===== src/rtl/remote_comm_pkg.sv =====
// rtl/remote_comm_pkg.sv - shared states and constants for the remote command link
package remote_comm_pkg;

  typedef enum logic [2:0] {
    IDLE,
    TX_CMD,
    TX_HI,
    TX_LO,
    WAIT_RESP
  } rc_state_t;

  localparam int         FRAME_BITS   = 10;
  localparam int         NUM_TX_BYTES = 3;
  localparam logic [7:0] RESP_POS_ACK = 8'hA5;

endpackage


===== src/rtl/remote_comm_uart_xcvr.sv =====
// rtl/remote_comm_uart_xcvr.sv - bit-level UART serializer and deserializer
module uart_xcvr
  import remote_comm_pkg::*;
#(
  parameter int BAUD_DIV = 2604
) (
  input  logic       clk,
  input  logic       rst,
  input  logic       tx_start,
  input  logic [7:0] tx_data,
  output logic       tx_done,
  output logic       tx_line,
  input  logic       rx_line,
  output logic       rx_rdy,
  output logic [7:0] rx_data,
  output logic       rx_ferr
);

  localparam int             BW        = $clog2(BAUD_DIV);
  localparam logic [BW-1:0]  BAUD_LAST = BW'(BAUD_DIV - 1);
  localparam logic [BW-1:0]  HALF_LAST = BW'(BAUD_DIV / 2 - 1);
  localparam logic [3:0]     LAST_BIT  = 4'(FRAME_BITS - 1);

  logic          tx_q;
  logic          tx_busy_q;
  logic [BW-1:0] tx_baud_q;
  logic [3:0]    tx_bit_q;
  logic [8:0]    tx_shift_q;

  logic [1:0]    rx_sync_q;
  logic          rx_prev_q;
  logic          rx_busy_q;
  logic [BW-1:0] rx_baud_q;
  logic [3:0]    rx_bit_q;
  logic [7:0]    rx_shift_q;
  logic [7:0]    rx_data_q;
  logic          rx_rdy_q;
  logic          rx_ferr_q;
  logic          rx_s;

  // Last clock of the stop bit: a start issued now chains the next frame with no gap.
  assign tx_done = tx_busy_q && (tx_bit_q == LAST_BIT) && (tx_baud_q == BAUD_LAST);
  assign tx_line = tx_q;
  assign rx_s    = rx_sync_q[1];
  assign rx_rdy  = rx_rdy_q;
  assign rx_data = rx_data_q;
  assign rx_ferr = rx_ferr_q;

  // Transmit: start bit, eight data bits LSB first, then the stop bit shifted in as a 1.
  always_ff @(posedge clk or posedge rst) begin
    if (rst) begin
      tx_q       <= 1'b1;
      tx_busy_q  <= 1'b0;
      tx_baud_q  <= '0;
      tx_bit_q   <= '0;
      tx_shift_q <= '0;
    end else if (tx_start) begin
      tx_busy_q  <= 1'b1;
      tx_baud_q  <= '0;
      tx_bit_q   <= '0;
      tx_shift_q <= {1'b1, tx_data};
      tx_q       <= 1'b0;
    end else if (tx_busy_q) begin
      if (tx_baud_q == BAUD_LAST) begin
        tx_baud_q <= '0;
        if (tx_bit_q == LAST_BIT) begin
          tx_busy_q <= 1'b0;
        end else begin
          tx_bit_q   <= tx_bit_q + 4'd1;
          tx_q       <= tx_shift_q[0];
          tx_shift_q <= {1'b1, tx_shift_q[8:1]};
        end
      end else begin
        tx_baud_q <= tx_baud_q + BW'(1);
      end
    end
  end

  // Receive: synchronize, detect falling edge, re-check start at half bit, sample at centres.
  always_ff @(posedge clk or posedge rst) begin
    if (rst) begin
      rx_sync_q  <= 2'b11;
      rx_prev_q  <= 1'b1;
      rx_busy_q  <= 1'b0;
      rx_baud_q  <= '0;
      rx_bit_q   <= '0;
      rx_shift_q <= '0;
      rx_data_q  <= '0;
      rx_rdy_q   <= 1'b0;
      rx_ferr_q  <= 1'b0;
    end else begin
      rx_sync_q <= {rx_sync_q[0], rx_line};
      rx_prev_q <= rx_s;
      rx_rdy_q  <= 1'b0;
      rx_ferr_q <= 1'b0;
      if (!rx_busy_q) begin
        if (rx_prev_q && !rx_s) begin
          rx_busy_q <= 1'b1;
          rx_baud_q <= '0;
          rx_bit_q  <= '0;
        end
      end else if (rx_bit_q == 4'd0) begin
        if (rx_baud_q == HALF_LAST) begin
          rx_baud_q <= '0;
          if (rx_s) begin
            rx_busy_q <= 1'b0;
          end else begin
            rx_bit_q <= 4'd1;
          end
        end else begin
          rx_baud_q <= rx_baud_q + BW'(1);
        end
      end else begin
        if (rx_baud_q == BAUD_LAST) begin
          rx_baud_q <= '0;
          if (rx_bit_q == LAST_BIT) begin
            rx_busy_q <= 1'b0;
            if (rx_s) begin
              rx_data_q <= rx_shift_q;
              rx_rdy_q  <= 1'b1;
            end else begin
              rx_ferr_q <= 1'b1;
            end
          end else begin
            rx_shift_q <= {rx_s, rx_shift_q[7:1]};
            rx_bit_q   <= rx_bit_q + 4'd1;
          end
        end else begin
          rx_baud_q <= rx_baud_q + BW'(1);
        end
      end
    end
  end

endmodule


===== src/rtl/remote_comm.sv =====
// rtl/remote_comm.sv - command framing FSM with optional response timeout (REMOTE_COMM_TIMEOUT_EN)
module remote_comm
  import remote_comm_pkg::*;
#(
  parameter int BAUD_DIV = 2604,
  parameter int TMO_CYC  = 5000000
) (
  input  logic        clk,
  input  logic        rst,
  input  logic [7:0]  cmd,
  input  logic [15:0] data,
  input  logic        snd_cmd,
  output logic        busy,
  output logic        cmd_sent,
  output logic [7:0]  resp,
  output logic        resp_rdy,
  output logic        resp_tmo,
  output logic        TX,
  input  logic        RX
);

  rc_state_t   state_q, state_d;
  logic        start_q;
  logic [7:0]  cmd_q;
  logic [15:0] data_q;
  logic        busy_q;
  logic        cmd_sent_q;
  logic [7:0]  resp_q;
  logic        resp_rdy_q;

  logic        accept;
  logic        resp_load;
  logic        tmo_hit;
  logic        tmo_fire;
  logic        tx_start;
  logic [7:0]  tx_byte;
  logic        tx_done;
  logic        rx_rdy;
  logic [7:0]  rx_data;
  logic        rx_ferr;

  uart_xcvr #(.BAUD_DIV(BAUD_DIV)) u_xcvr (
    .clk      (clk),
    .rst      (rst),
    .tx_start (tx_start),
    .tx_data  (tx_byte),
    .tx_done  (tx_done),
    .tx_line  (TX),
    .rx_line  (RX),
    .rx_rdy   (rx_rdy),
    .rx_data  (rx_data),
    .rx_ferr  (rx_ferr)
  );

  assign busy     = busy_q;
  assign cmd_sent = cmd_sent_q;
  assign resp     = resp_q;
  assign resp_rdy = resp_rdy_q;

  // Next-state and byte sequencing; the first byte starts one cycle after acceptance.
  always_comb begin
    state_d   = state_q;
    accept    = 1'b0;
    resp_load = 1'b0;
    tmo_fire  = 1'b0;
    tx_start  = 1'b0;
    tx_byte   = cmd_q;
    case (state_q)
      IDLE: begin
        if (snd_cmd) begin
          accept  = 1'b1;
          state_d = TX_CMD;
        end
      end
      TX_CMD: begin
        if (start_q) begin
          tx_start = 1'b1;
          tx_byte  = cmd_q;
        end else if (tx_done) begin
          tx_start = 1'b1;
          tx_byte  = data_q[15:8];
          state_d  = TX_HI;
        end
      end
      TX_HI: begin
        if (tx_done) begin
          tx_start = 1'b1;
          tx_byte  = data_q[7:0];
          state_d  = TX_LO;
        end
      end
      TX_LO: begin
        if (tx_done) begin
          state_d = WAIT_RESP;
        end
      end
      WAIT_RESP: begin
        if (rx_rdy) begin
          resp_load = 1'b1;
          state_d   = IDLE;
        end else if (rx_ferr) begin
          // Badly framed byte: drop it and keep listening.
          state_d = WAIT_RESP;
        end else if (tmo_hit) begin
          tmo_fire = 1'b1;
          state_d  = IDLE;
        end
      end
      default: state_d = IDLE;
    endcase
  end

  // State, latched command, and host-visible status flags.
  always_ff @(posedge clk or posedge rst) begin
    if (rst) begin
      state_q    <= IDLE;
      start_q    <= 1'b0;
      cmd_q      <= '0;
      data_q     <= '0;
      busy_q     <= 1'b0;
      cmd_sent_q <= 1'b0;
      resp_q     <= '0;
      resp_rdy_q <= 1'b0;
    end else begin
      state_q    <= state_d;
      start_q    <= accept;
      cmd_sent_q <= (state_q == TX_LO) && tx_done;
      if (accept) begin
        cmd_q      <= cmd;
        data_q     <= data;
        resp_rdy_q <= 1'b0;
      end
      if (start_q) begin
        busy_q <= 1'b1;
      end
      if (resp_load) begin
        resp_q     <= rx_data;
        resp_rdy_q <= 1'b1;
        busy_q     <= 1'b0;
      end else if (tmo_fire) begin
        busy_q <= 1'b0;
      end
    end
  end

`ifdef REMOTE_COMM_TIMEOUT_EN
  localparam int TW = $clog2(TMO_CYC + 1);
  logic [TW-1:0] tmo_cnt_q;
  logic          resp_tmo_q;

  assign tmo_hit  = (state_q == WAIT_RESP) && (tmo_cnt_q == TW'(TMO_CYC - 1));
  assign resp_tmo = resp_tmo_q;

  // Count cycles spent waiting for a reply and flag a timeout when the limit is reached.
  always_ff @(posedge clk or posedge rst) begin
    if (rst) begin
      tmo_cnt_q  <= '0;
      resp_tmo_q <= 1'b0;
    end else begin
      if (state_q == WAIT_RESP) begin
        tmo_cnt_q <= tmo_cnt_q + TW'(1);
      end else begin
        tmo_cnt_q <= '0;
      end
      if (accept) begin
        resp_tmo_q <= 1'b0;
      end else if (tmo_fire) begin
        resp_tmo_q <= 1'b1;
      end
    end
  end
`else
  logic unused_tmo;
  assign unused_tmo = ^TMO_CYC;
  assign tmo_hit    = 1'b0;
  assign resp_tmo   = 1'b0;
`endif

endmodule


===== config.mk =====
export PLATFORM = sky130hd
export DESIGN_NAME = remote_comm
export DESIGN_NICKNAME = d
export VERILOG_FILES = /design/src/rtl/remote_comm_pkg.sv /design/src/rtl/remote_comm_uart_xcvr.sv /design/src/rtl/remote_comm.sv
export SDC_FILE = /design/constraint.sdc
export NUM_CORES = 1
export LEC_CHECK = 0
export BUFFER_PORTS_ARGS = -buffer_cell sky130_fd_sc_hd__buf_2
export CELL_PAD_IN_SITES_DETAIL_PLACEMENT = 1
export CELL_PAD_IN_SITES_GLOBAL_PLACEMENT = 1
export CORE_MARGIN = 5
export CORE_UTILIZATION = 43
export DETAILED_ROUTE_END_ITERATION = 8
export PLACE_DENSITY = 0.73
export REMOVE_ABC_BUFFERS = 1
export SETUP_SLACK_MARGIN = 0.02
export SLEW_MARGIN = 20
export SYNTH_ARGS = -nofsm -noshare
export SYNTH_HDL_FRONTEND = slang
export SYNTH_SLANG_ARGS = --single-unit

===== constraint.sdc =====
create_clock -name clk -period 3 [get_ports clk]
set_clock_uncertainty 0.05 [all_clocks]
set_input_delay 0.45 -clock clk [delete_from_list [all_inputs] [get_ports clk]]
set_output_delay 0.45 -clock clk [all_outputs]
set_load 0.02 [all_outputs]

==> metrics.cfg <==
[placed_design]
globalplace.congestion = 0.7833
io_buffers = 39
dp.final_hpwl_um = 7700

[critical_path]
crit_chain = inv_1, ha_1, nor3b_1, nand4_1, and3_1, and3_1, a211o_1
slowest_stage = nor3b_1
critPathCaptureType = flip-flop
cp-start-kind = flip-flop
worst-path-max-fanout = 6
path_class = flip-flop to flip-flop
path_common_cell = and3_1
worstPathRequired_ns = 3.19
crit_arrival_ns = 2.55
cpPeakStageDelay_ns = 0.51

[power]
p_leak_nw = 2.587
ir_drop_mv = 0.4157
power_density_nw_per_um2 = 571.7

[finish]
final_cell_mix = dfrtp_1 (99), mux2_2 (50), nand2_1 (39), buf_2 (39), nor2_1 (27)
utilization = 0.5015
n_antenna_cell = 0
syn2layout_area_growth_pct = 12.90
layout_commonest_cell = dfrtp_1
layout.nets = 508
fillers = 1198
drive_gt1_frac = 0.2788

[synthesis]
avgSynthCellArea_um2 = 11.35
synth_warnings = 0
netlist_instances = 430
synth-edff-count = 0
ys.flop_type = dfrtp_1
ys_types = 62
yosysSeqAreaShare = 0.5294
synthTopCellsByArea = dfrtp_1 (51%), mux2_2 (12%), nand2_1 (3.0%)
synth_top_cell_by_area = dfrtp_1
synth_top_cell_area_share = 0.5078
yosys_register_bits = 103
syn-cell-area_um2 = 4878
synthArstFlopShare = 1.000

[floorplan]
dieArea_um2 = 13580
ios = 41
initial_core_util = 0.4442
rows = 38
die_y_um = 116.5
die_w_um = 116.5
design.core.area_um2 = 10980

[grt]
grt_usage = 0.1758
overflow = 0
grt_pass1_wl_um = 18870
antenna_found_initial = 0
grt_max_degree = 56
grt_pass1_vias = 3732

[sta]
fmax_mhz = 423.6
hold_ws_ns = 0.1177
rsz0062_at_grt = no
worst_pin_slew_ns = 0.6739
finalCritPeriodShare = 0.7868
setup_viol = 0
hold_violations = 0
slew_headroom = 0.5488
final_max_slew_viol_count = 0
layout_min_cycle_time_ns = 2.360

[drt]
wire_per_inst_um = 17.64
antenna_left = 0
drt_iter0_drc = 148
route.detailed.drc = 0
drt_wl_total_um = 10880
via_per_inst = 5.613
drt_first_pass_iters = 4
vias = 3463

[clocking]
clkTransAtPathRegs_ns = 0.08
post_cts_buffers = 0
numCtsBuffers = 9
hold_buffers = 0
post_cts_resized = 0
cts_tree = done
root_buffer = clkbuf_16
htreeDepth = 3
clockBufferDepth = 2
clk-insertion-delay-late_ns = 0.34
numClockSinks = 103

[run]
maxCapViolations = 0

[hold_path]
hold_class = input port to asynchronous set/reset pin

[status]
status = finished clean

-- final timing paths --
check / from / end / slack (ns) / cells after the start
min in group clk: RX / u_xcvr.rx_sync_q[0] / 0.15 / 1
worst max register to register: u_xcvr.rx_bit_q[0] / u_xcvr.rx_baud_q[11] / 0.64 / 7
worst min-delay path: rst / cmd_q[4] / 0.12 / 2
max in group asynchronous: rst / u_xcvr.tx_line / 2.00 / 3
worst max-delay path: u_xcvr.rx_bit_q[0] / u_xcvr.rx_baud_q[11] / 0.64 / 7
worst min register to register: u_xcvr.rx_sync_q[0] / u_xcvr.rx_sync_q[1] / 0.31 / 0
-- cells by family (layout without fill, tap and decap cells) --
kind of cell,count (synthesis),count (layout),synth area share
adder cells (fa/ha/maj),8,8,0.02052
other,1,1,0.0007687
flip-flops,103,103,0.5294
buffers and inverters,29,76,0.02924
AO/OA/AOI/OAI,68,68,0.09079
AND/OR/NAND/NOR,156,156,0.1862
XOR/XNOR,12,12,0.02155
multiplexers,53,53,0.1216
-- sequential cells by signal (all words and copies together) (netlist names), 8 cells and up --
register	flops
u_xcvr.tx_shift_q	9
u_xcvr.tx_baud_q	12
resp	8
cmd_q	8
u_xcvr.rx_baud_q	12
u_xcvr.rx_shift_q	8
u_xcvr.rx_data	8
data_q	16
-- power by group --
part	total (mW)	internal (mW)	switching, mW
logic	0.365	0.180	0.185
clock network	1.11	0.572	0.538
registers	1.67	1.52	0.153
total	3.15	2.27	0.875
-- cells in the mapped netlist (3+ instances only) --
cell	n
dfrtp_1	99
mux2_2	50
nand2_1	39
nor2_1	27
nand3_1	22
o21ai_0	18
inv_1	15
a21oi_1	13
nor3_1	10
and3_1	9
xnor2_1	9
ha_1	8
clkbuf_1	7
a21o_1	6
o22ai_1	6
nand2b_1	5
nand4_1	5
a22o_1	4
a31oi_1	4
dfstp_2	4
nor3b_1	4
a211oi_1	3
and3_2	3
and4b_1	3
mux2i_1	3
nor4bb_1	3
or3_1	3
xor2_1	3
-- area by class of cell --
cell class              instances  area (um2)  area share
clock buffers                   9       225.2     0.04089
clock inverters                 7       55.05    0.009995
inverters                      16       62.56     0.01136
multi-input cells             298        2162      0.3925
flip-flops and latches        103        2582      0.4689
well taps                     140       175.2     0.03180
repair buffers                 44       245.2     0.04453
-- critical path, delay by kind of cell, from the launching register on --
kind                       cells  cell delay [ns]
DFF                            1             0.42
adders and majority gates      1             0.16
and+or+nand+nor                4             1.28
AOI/OAI and AO/OA              1             0.25
buffers and inverters          1             0.09
-- metal layers --
metal,up-vias,GRT usage,wire length [um]
li1,1633,-,-
met1,1772,0.2253,4781
met2,47,0.3017,5674
met3,11,0.04508,308
met4,0,0.03712,119
met5,-,0,0
-- per-stage QoR --
step	area (um2)	worst slack (ns)	instances	power (mW)	setup TNS [ns]
4_1_cts	5508	0.6228	617	3.190	0
3_3_place_gp	5228	0.7616	601	2.031	0
2_1_floorplan	4796	-0.1972	417	1.923	-19.52
6_report	5508	0.6395	617	3.149	0
3_5_place_dp	5228	0.6536	601	2.061	0
5_1_grt	5508	0.4960	617	3.320	0
(Power assumes the default switching activity.)
